### config.mk
export PLATFORM = sky130hd
export DESIGN_NAME = jtag_scan_controller_flat
export DESIGN_NICKNAME = d
export VERILOG_FILES = /design/src/rtl/jtag_scan_if.sv /design/src/rtl/jtag_scan_controller.sv /design/src/flat_wrapper.sv
export SDC_FILE = /design/constraint.sdc
export NUM_CORES = 1
export LEC_CHECK = 0
export ABC_AREA = 1
export CORE_UTILIZATION = 45
export CTS_BUF_LIST = sky130_fd_sc_hd__clkbuf_16
export DETAILED_ROUTE_END_ITERATION = 16
export GPL_TIMING_DRIVEN = 1
export PLACE_DENSITY = 0.67
export SLEW_MARGIN = 30
export SYNTH_ARGS = -nofsm -noshare
export SYNTH_HDL_FRONTEND = slang
export SYNTH_SLANG_ARGS = --single-unit
export TNS_END_PERCENT = 20
### constraint.sdc
create_clock -name tck -period 2.8 [get_ports tck]
set_input_delay 0.84 -clock tck [delete_from_list [all_inputs] [get_ports tck]]
set_output_delay 0.84 -clock tck [all_outputs]
set_load 0.03 [all_outputs]
### src/rtl/jtag_scan_if.sv
// jtag_scan_if: TAP-side scan controls and solver byte/result signals for jtag_scan_controller.
// Ports: ir_is_user, capture_dr, shift_dr, update_dr and tdi come from the TAP.
// tdo goes back to the TAP. byte_valid, byte_data and end_of_input stream the upload to the solver.
// result_valid and result carry the solver's answer.
// master drives the TAP and solver side; slave is the controller.
interface jtag_scan_if #(parameter int RESULT_WIDTH = 16);
  logic ir_is_user;
  logic capture_dr;
  logic shift_dr;
  logic update_dr;
  logic tdi;
  logic tdo;
  logic byte_valid;
  logic [7:0] byte_data;
  logic end_of_input;
  logic result_valid;
  logic [RESULT_WIDTH-1:0] result;
  modport master (
    output ir_is_user, capture_dr, shift_dr, update_dr, tdi, result_valid, result,
    input tdo, byte_valid, byte_data, end_of_input
  );
  modport slave (
    input ir_is_user, capture_dr, shift_dr, update_dr, tdi, result_valid, result,
    output tdo, byte_valid, byte_data, end_of_input
  );
endinterface

### src/rtl/jtag_scan_controller.sv
// jtag_scan_controller: the first USER DR scan uploads LSB-first bytes to the solver; later scans read back the latched result.
// Ports: tck is the clock. test_logic_reset is an async active-high reset.
// jtag (jtag_scan_if.slave) carries the TAP controls, tdi/tdo, the byte stream and the solver result.
// Optional: define PARTIAL_BYTE_ERROR_EN so that an upload ending mid-byte makes readbacks return all-ones.
module jtag_scan_controller #(
  parameter int RESULT_WIDTH = 16,
  parameter int BYPASS_BITS  = 1
) (
  input logic       tck,
  input logic       test_logic_reset,
  jtag_scan_if.slave jtag
);
  localparam int SW = $clog2(BYPASS_BITS + 2);
  typedef enum logic [1:0] {IDLE, UPLOAD, WAIT_RESULT, DONE} state_t;
  state_t state_q, state_d;
  logic [SW-1:0] skip_cnt;
  logic [2:0] bit_idx;
  logic [6:0] byte_sr;
  logic [RESULT_WIDTH-1:0] result_hold, rb_shift, rb_load;
  logic have_result, rb_nonzero, cap, sh, upd, err, rb_phase;
  assign cap = jtag.ir_is_user & jtag.capture_dr;
  assign sh  = jtag.ir_is_user & jtag.shift_dr;
  assign upd = jtag.ir_is_user & jtag.update_dr;
  assign rb_phase = (state_q == WAIT_RESULT) || (state_q == DONE);
  assign jtag.tdo = rb_shift[0];
`ifdef PARTIAL_BYTE_ERROR_EN
  logic partial_err;
  always_ff @(posedge tck or posedge test_logic_reset)
    if (test_logic_reset) partial_err <= 1'b0;
    else if (upd && state_q == UPLOAD && bit_idx != 3'd0) partial_err <= 1'b1;
  assign err = partial_err;
`else
  assign err = 1'b0;
`endif
  assign rb_load = err ? '1 : (have_result ? result_hold : '0);
  always_ff @(posedge tck or posedge test_logic_reset)
    if (test_logic_reset) state_q <= IDLE;
    else state_q <= state_d;
  always_comb begin
    state_d = state_q;
    if (state_q == IDLE && cap) state_d = UPLOAD;
    if (state_q == UPLOAD && upd) state_d = WAIT_RESULT;
    if (state_q == WAIT_RESULT && upd && rb_nonzero) state_d = DONE;
  end
  // byte_sr holds the first seven data bits; the eighth arrives on tdi and completes byte_data directly.
  always_ff @(posedge tck or posedge test_logic_reset)
    if (test_logic_reset) begin
      skip_cnt <= '0;
      bit_idx <= '0;
      byte_sr <= '0;
      result_hold <= '0;
      have_result <= 1'b0;
      rb_shift <= '0;
      rb_nonzero <= 1'b0;
      jtag.byte_valid <= 1'b0;
      jtag.byte_data <= '0;
      jtag.end_of_input <= 1'b0;
    end else begin
      jtag.byte_valid <= 1'b0;
      jtag.end_of_input <= upd && state_q == UPLOAD;
      if (jtag.result_valid && !have_result) begin
        result_hold <= jtag.result;
        have_result <= 1'b1;
      end
      if (state_q == UPLOAD && sh) begin
        if (skip_cnt < SW'(BYPASS_BITS)) skip_cnt <= skip_cnt + SW'(1);
        else begin
          byte_sr <= {jtag.tdi, byte_sr[6:1]};
          bit_idx <= bit_idx + 3'd1;
          if (bit_idx == 3'd7) begin
            jtag.byte_data <= {jtag.tdi, byte_sr};
            jtag.byte_valid <= 1'b1;
          end
        end
      end
      if (rb_phase && cap) begin
        rb_shift <= rb_load;
        rb_nonzero <= |rb_load;
      end else if (rb_phase && sh) rb_shift <= rb_shift >> 1;
    end
endmodule
### src/flat_wrapper.sv
// flat-port wrapper written by rule: the top's interface ports become plain ports
module jtag_scan_controller_flat 
#(
  parameter int RESULT_WIDTH = 16,
  parameter int BYPASS_BITS  = 1
)
  (tck, test_logic_reset, jtag_ir_is_user, jtag_capture_dr, jtag_shift_dr, jtag_update_dr, jtag_tdi, jtag_result_valid, jtag_result, jtag_tdo, jtag_byte_valid, jtag_byte_data, jtag_end_of_input);
  jtag_scan_if #(.RESULT_WIDTH(RESULT_WIDTH)) jtag_i ();
  input logic tck;
  input logic test_logic_reset;
  input wire logic [$bits(jtag_i.ir_is_user)-1:0] jtag_ir_is_user;
  input wire logic [$bits(jtag_i.capture_dr)-1:0] jtag_capture_dr;
  input wire logic [$bits(jtag_i.shift_dr)-1:0] jtag_shift_dr;
  input wire logic [$bits(jtag_i.update_dr)-1:0] jtag_update_dr;
  input wire logic [$bits(jtag_i.tdi)-1:0] jtag_tdi;
  input wire logic [$bits(jtag_i.result_valid)-1:0] jtag_result_valid;
  input wire logic [$bits(jtag_i.result)-1:0] jtag_result;
  output wire logic [$bits(jtag_i.tdo)-1:0] jtag_tdo;
  output wire logic [$bits(jtag_i.byte_valid)-1:0] jtag_byte_valid;
  output wire logic [$bits(jtag_i.byte_data)-1:0] jtag_byte_data;
  output wire logic [$bits(jtag_i.end_of_input)-1:0] jtag_end_of_input;
  assign jtag_i.ir_is_user = jtag_ir_is_user;
  assign jtag_i.capture_dr = jtag_capture_dr;
  assign jtag_i.shift_dr = jtag_shift_dr;
  assign jtag_i.update_dr = jtag_update_dr;
  assign jtag_i.tdi = jtag_tdi;
  assign jtag_i.result_valid = jtag_result_valid;
  assign jtag_i.result = jtag_result;
  assign jtag_tdo = jtag_i.tdo;
  assign jtag_byte_valid = jtag_i.byte_valid;
  assign jtag_byte_data = jtag_i.byte_data;
  assign jtag_end_of_input = jtag_i.end_of_input;
  jtag_scan_controller #(.RESULT_WIDTH(RESULT_WIDTH), .BYPASS_BITS(BYPASS_BITS)) u_core (.tck(tck), .test_logic_reset(test_logic_reset), .jtag(jtag_i));
endmodule
# Word-level counts from Yosys, hierarchy flattened
# Cells that the tools add are included.
# op_classes
mux	9
div_mod_pow	0
addsub	2
n_eq_ne	4
n_reduce_logical	17
shift	0
n_mul	0
order_cmp	1
bitwise	4
# ops
op	n
$mux W16	3
$reduce_or A16 Y1	1
$logic_and A1 B1 Y1	8
$mux W2	3
$eq A2 B2 Y1 const B	2
$reduce_and A2 Y1	2
$add A3 B1 Y3 const B	1
$and A1 B1 Y1	3
$eq A3 B3 Y1 const B	1
$mux W1	3
$reduce_and A3 Y1	1
$reduce_bool A3 Y1	1
$add A2 B1 Y2 const B	1
$eq A2 B1 Y1 const B	1
$logic_not A2 Y1	1
$lt A2 B1 Y1 const B	1
$reduce_bool A2 Y1	1
$logic_not A1 Y1	1
$logic_or A1 B1 Y1	1
$not A1 Y1	1
# totals
wordCells	48
n_memories	0
mem_bits_ro	0
latch_bits	0
ram_bits	0
regBits	58
inputBits	24

# Depth between registers and ports, before layout
# depth
word_depth	5
mapped_depth	8

# Worst setup path before layout
# No wires, ideal clock.
# synth_path
path_kind	input -> register
from	input port jtag_shift_dr
to	register u_core.jtag.byte_data[1]
arrival_ns	1.565
path_slack_ns	1.118
required_ns	2.682
cell_stages	6
path_buffers	1
path_cell_list	nand2_2 > nor3_4 > nand3_4 > buf_6 > nand2_2 > o21ai_2
# synth_via
elab_chain_cells	3
# synth_lines
element	line_no	source
from (decl)	flat_wrapper.sv:13	input wire logic [$bits(jtag_i.shift_dr)-1:0] jtag_shift_dr;
$and A1 B1 Y1	jtag_scan_controller.sv:22	assign sh = jtag.ir_is_user & jtag.shift_dr;
$logic_and A1 B1 Y1	jtag_scan_controller.sv:65	if (state_q == UPLOAD && sh) begin
$reduce_and A3 Y1 (no line)	-	
to (signal assigned)	jtag_scan_controller.sv:71	jtag.byte_data <= {jtag.tdi, byte_sr};
to (decl)	jtag_scan_if.sv:24	output tdo, byte_valid, byte_data, end_of_input
# Every way passes these cells.
# A chain may end at the register's enable or synchronous reset.

# Worst setup path in the final report
# layout_path
from	register u_core.jtag.byte_data[7]
to	output port jtag_byte_data[7]
# layout_rtl
element	line_no	source
to (decl)	flat_wrapper.sv:20	output wire logic [$bits(jtag_i.byte_data)-1:0] jtag_byte_data;
# No word-level cell between the ends.

==> out/qor.csv <==
stage;metric;value;unit
status;status;finished, final reports clean;
power_and_ir_drop;p_per_area;603.8;nW/µm²
power_and_ir_drop;vdd_drop_max;0.3317;mV
timing;fin_setup_tns;0;ns
clock_tree;cts_tree;done;
layout;fillCellCount;502;
placed_design;dp_slack;0.3448;ns
clock_tree;cts_sinks;58;
synth;yosysWarnings;0;
layout;drive_above_1_share;15.51;%
power_and_ir_drop;p_leak;1.553;nW
synth;syn_nets;291;
timing;drv_slew;0;
layout;n_antenna_cell;0;
floorplan;io_pins;35;
drt;viasPerCell;4.888;
setup_path;cp.required;1.96;ns
clock_tree;cts_buffers;9;
synth;netlist_instances;264;
power_and_ir_drop;switchingPower;0.0004293;W
timing;relSlewSlack;67.71;%
drt;routed_wl;4516;µm
placed_design;port_buffers;34;
worst_hold_path;hold_path.class;reg2reg;
placed_design;dpl.hpwl;3079;µm
synth;ys_types;28;
timing;tightest_slew;0.4844;ns
layout;mostFrequentLayoutCell;nand2_1;
clock_tree;clockBufferDepth;2;
floorplan;dieHeight;77.79;µm
drt;antenna_left;0;
layout;nets;328;
clock_tree;postCtsSetupBuffers;0;
grt;gr-total-overflow;0;
timing;fin_crit_sh;78.30;%
setup_path;crit_family;buffers and inverters;
setup_path;startpoint_type;flip-flop;
layout;multi_input_area;978.4;µm²
setup_path;slowest_delay;0.68;ns
setup_path;path_buf_inv;1;
layout;final_cell_area;3226;µm²
floorplan;initial_core_util;46.94;%
clock_tree;cts_max_level;3;
drt;drt_iter0_drc;104;
synth;ys_ff_latch;58;
timing;finalSetupViolCount;0;
clock_tree;cts-root-buf;clkbuf_16;
floorplan;die_w;77.79;µm
drt;drc;0;
setup_path;slowest_stage;clkdlybuf4s50_1;
setup_path;path_class;reg2out;
grt;grt_max_degree;59;
layout;mostFrequentLayoutCells;nand2_1 (68), dfrtp_1 (58), clkdlybuf4s50_1 (34);
grt;grt_usage;17.85;%
placed_design;place_congestion;0.7547;
clock_tree;cts_hold_buf;0;
timing;clock-skew-final;0.006142;ns
clock_tree;cts.clk_slew.worst_paths;0.05;ns
drt;vias;1833;
clock_tree;clock_latency;0.32;ns
power_and_ir_drop;pwr-share-seq;46.3;%
drt;drt-pass1-iter-count;4;
grt;grt_pass1_wl;8162;µm
grt;grt_antenna_before_repair;0;
timing;fin_ws;0.6075;ns
timing;max_freq;456.1;MHz
floorplan;dieArea;6051;µm²
floorplan;rows;27;
power_and_ir_drop;clock_power_share;46.2;%
grt;grt_pass1_vias;1886;
drt;wl_per_cell;12.04;µm
run;cap_violations;0;
placed_design;placedInstanceArea;2985;µm²
setup_path;cp.arrival;1.35;ns
setup_path;crit_path_cell_trace;clkdlybuf4s50_1;
synth;synth_area_leaders;dfrtp_1 (56%), nand2_1 (9.9%), mux2_2 (7.0%);
power_and_ir_drop;power_frac_comb;7.5;%
power_and_ir_drop;finalPower;0.001948;W
setup_path;end_kind;output pin;
synth;synth_area_per_cell;9.792;µm²
layout;regArea;1451;µm²
clock_tree;cts_resized;0;
timing;hold_violations;0;
layout;area_growth;24.78;%
floorplan;core-area;5507;µm²
synth;syn_area;2585;µm²
synth;synth_top_area_share;56.15;%
synth;ys_seq_area_share;56.15;%
power_and_ir_drop;p_int;0.001518;W
timing;rsz0062_at_grt;no;
timing;fin_crit;2.192;ns
setup_path;crit_fanout;2;
synth;yosysTopAreaCell;dfrtp_1;
power_and_ir_drop;netSwitchingFraction;22.04;%
## power groups by stage
stage	logic (W)	registers, W	clock network, W
4_1_cts	0.000150	0.000902	0.000917
5_1_grt	0.000168	0.000905	0.000954
2_1_floorplan	0.0000850	0.000915	0
6_report	0.000147	0.000901	0.000900
3_5_place_dp	0.000149	0.000914	0
3_3_place_gp	0.000147	0.000914	0
## registers in the layout, summed over array words and instances (netlist names), 2 cells and up
name,count
u_core.rb_shift,16
u_core.skip_cnt,2
u_core.state_q,2
u_core.byte_sr,7
u_core.result_hold,16
u_core.jtag.byte_data,8
u_core.bit_idx,3
## synthesized netlist by cell type, drive strengths merged
cell and instances:
inv 24, o21ai 20, xor2 1, buf 9
dfrtp 58, nor3 2, a31oi 13, nand3 7
nor2 20, mux2 16, clkbuf 2, ha 3
a21oi 2, xnor2 1, or2 11, nand2 73
o22ai 2
## path summary, 6_finish.rpt
check,from,endpoint,slack [ns],cells after the start
max,u_core.jtag.byte_data[7]$_DFFE_PP0P_,jtag_byte_data[7],0.61,1
min,u_core.bit_idx[1]$_DFFE_PP0P_,u_core.bit_idx[1]$_DFFE_PP0P_,0.47,2
max reg2reg,u_core.have_result$_DFFE_PP0P_,u_core.result_hold[15]$_DFFE_PP0P_,1.20,3
min reg2reg,u_core.bit_idx[1]$_DFFE_PP0P_,u_core.bit_idx[1]$_DFFE_PP0P_,0.47,2
max in group asynchronous,test_logic_reset,u_core.result_hold[15]$_DFFE_PP0P_,1.65,3
min in group asynchronous,test_logic_reset,u_core.skip_cnt[1]$_DFFE_PP0P_,0.90,3
## metrics by stage
| stage | hold slack, ns | util [%] | cells |
|---|---|---|---|
| 2_1_floorplan | 0.4422 | - | 264 |
| 3_3_place_gp | 0.4575 | 54.22 | 362 |
| 3_5_place_dp | 0.4640 | 54.22 | 362 |
| 4_1_cts | 0.4758 | 58.58 | 375 |
| 5_1_grt | 0.5058 | 58.58 | 375 |
| 6_report | 0.4705 | 58.58 | 375 |
## routing by layer
metal,track usage (%),vias to the layer above,part of all wire [%]
li1,-,920,-
met1,21.76,871,49
met2,27.35,30,45
met3,4.235,12,3.8
met4,13.58,0,2.8
met5,0,-,0
## cell type report
| class | count | area share, % |
|---|---|---|
| flip-flops and latches | 58 | 45.00 |
| clock buffers | 9 | 6.982 |
| clock inverters | 4 | 0.4655 |
| repair buffers | 37 | 11.64 |
| inverters | 24 | 2.793 |
| well taps | 72 | 2.793 |
| multi-input cells | 171 | 30.33 |
## cell families after synthesis
family / synth area share [%]
AO/OA/AOI/OAI: 9.051
XOR/XNOR: 0.6778
adder cells (fa/ha/maj): 1.452
buffers and inverters: 6.002
flip-flops: 56.15
multiplexers: 6.970
AND/OR/NAND/NOR: 19.70
(Power assumes the default switching activity.)
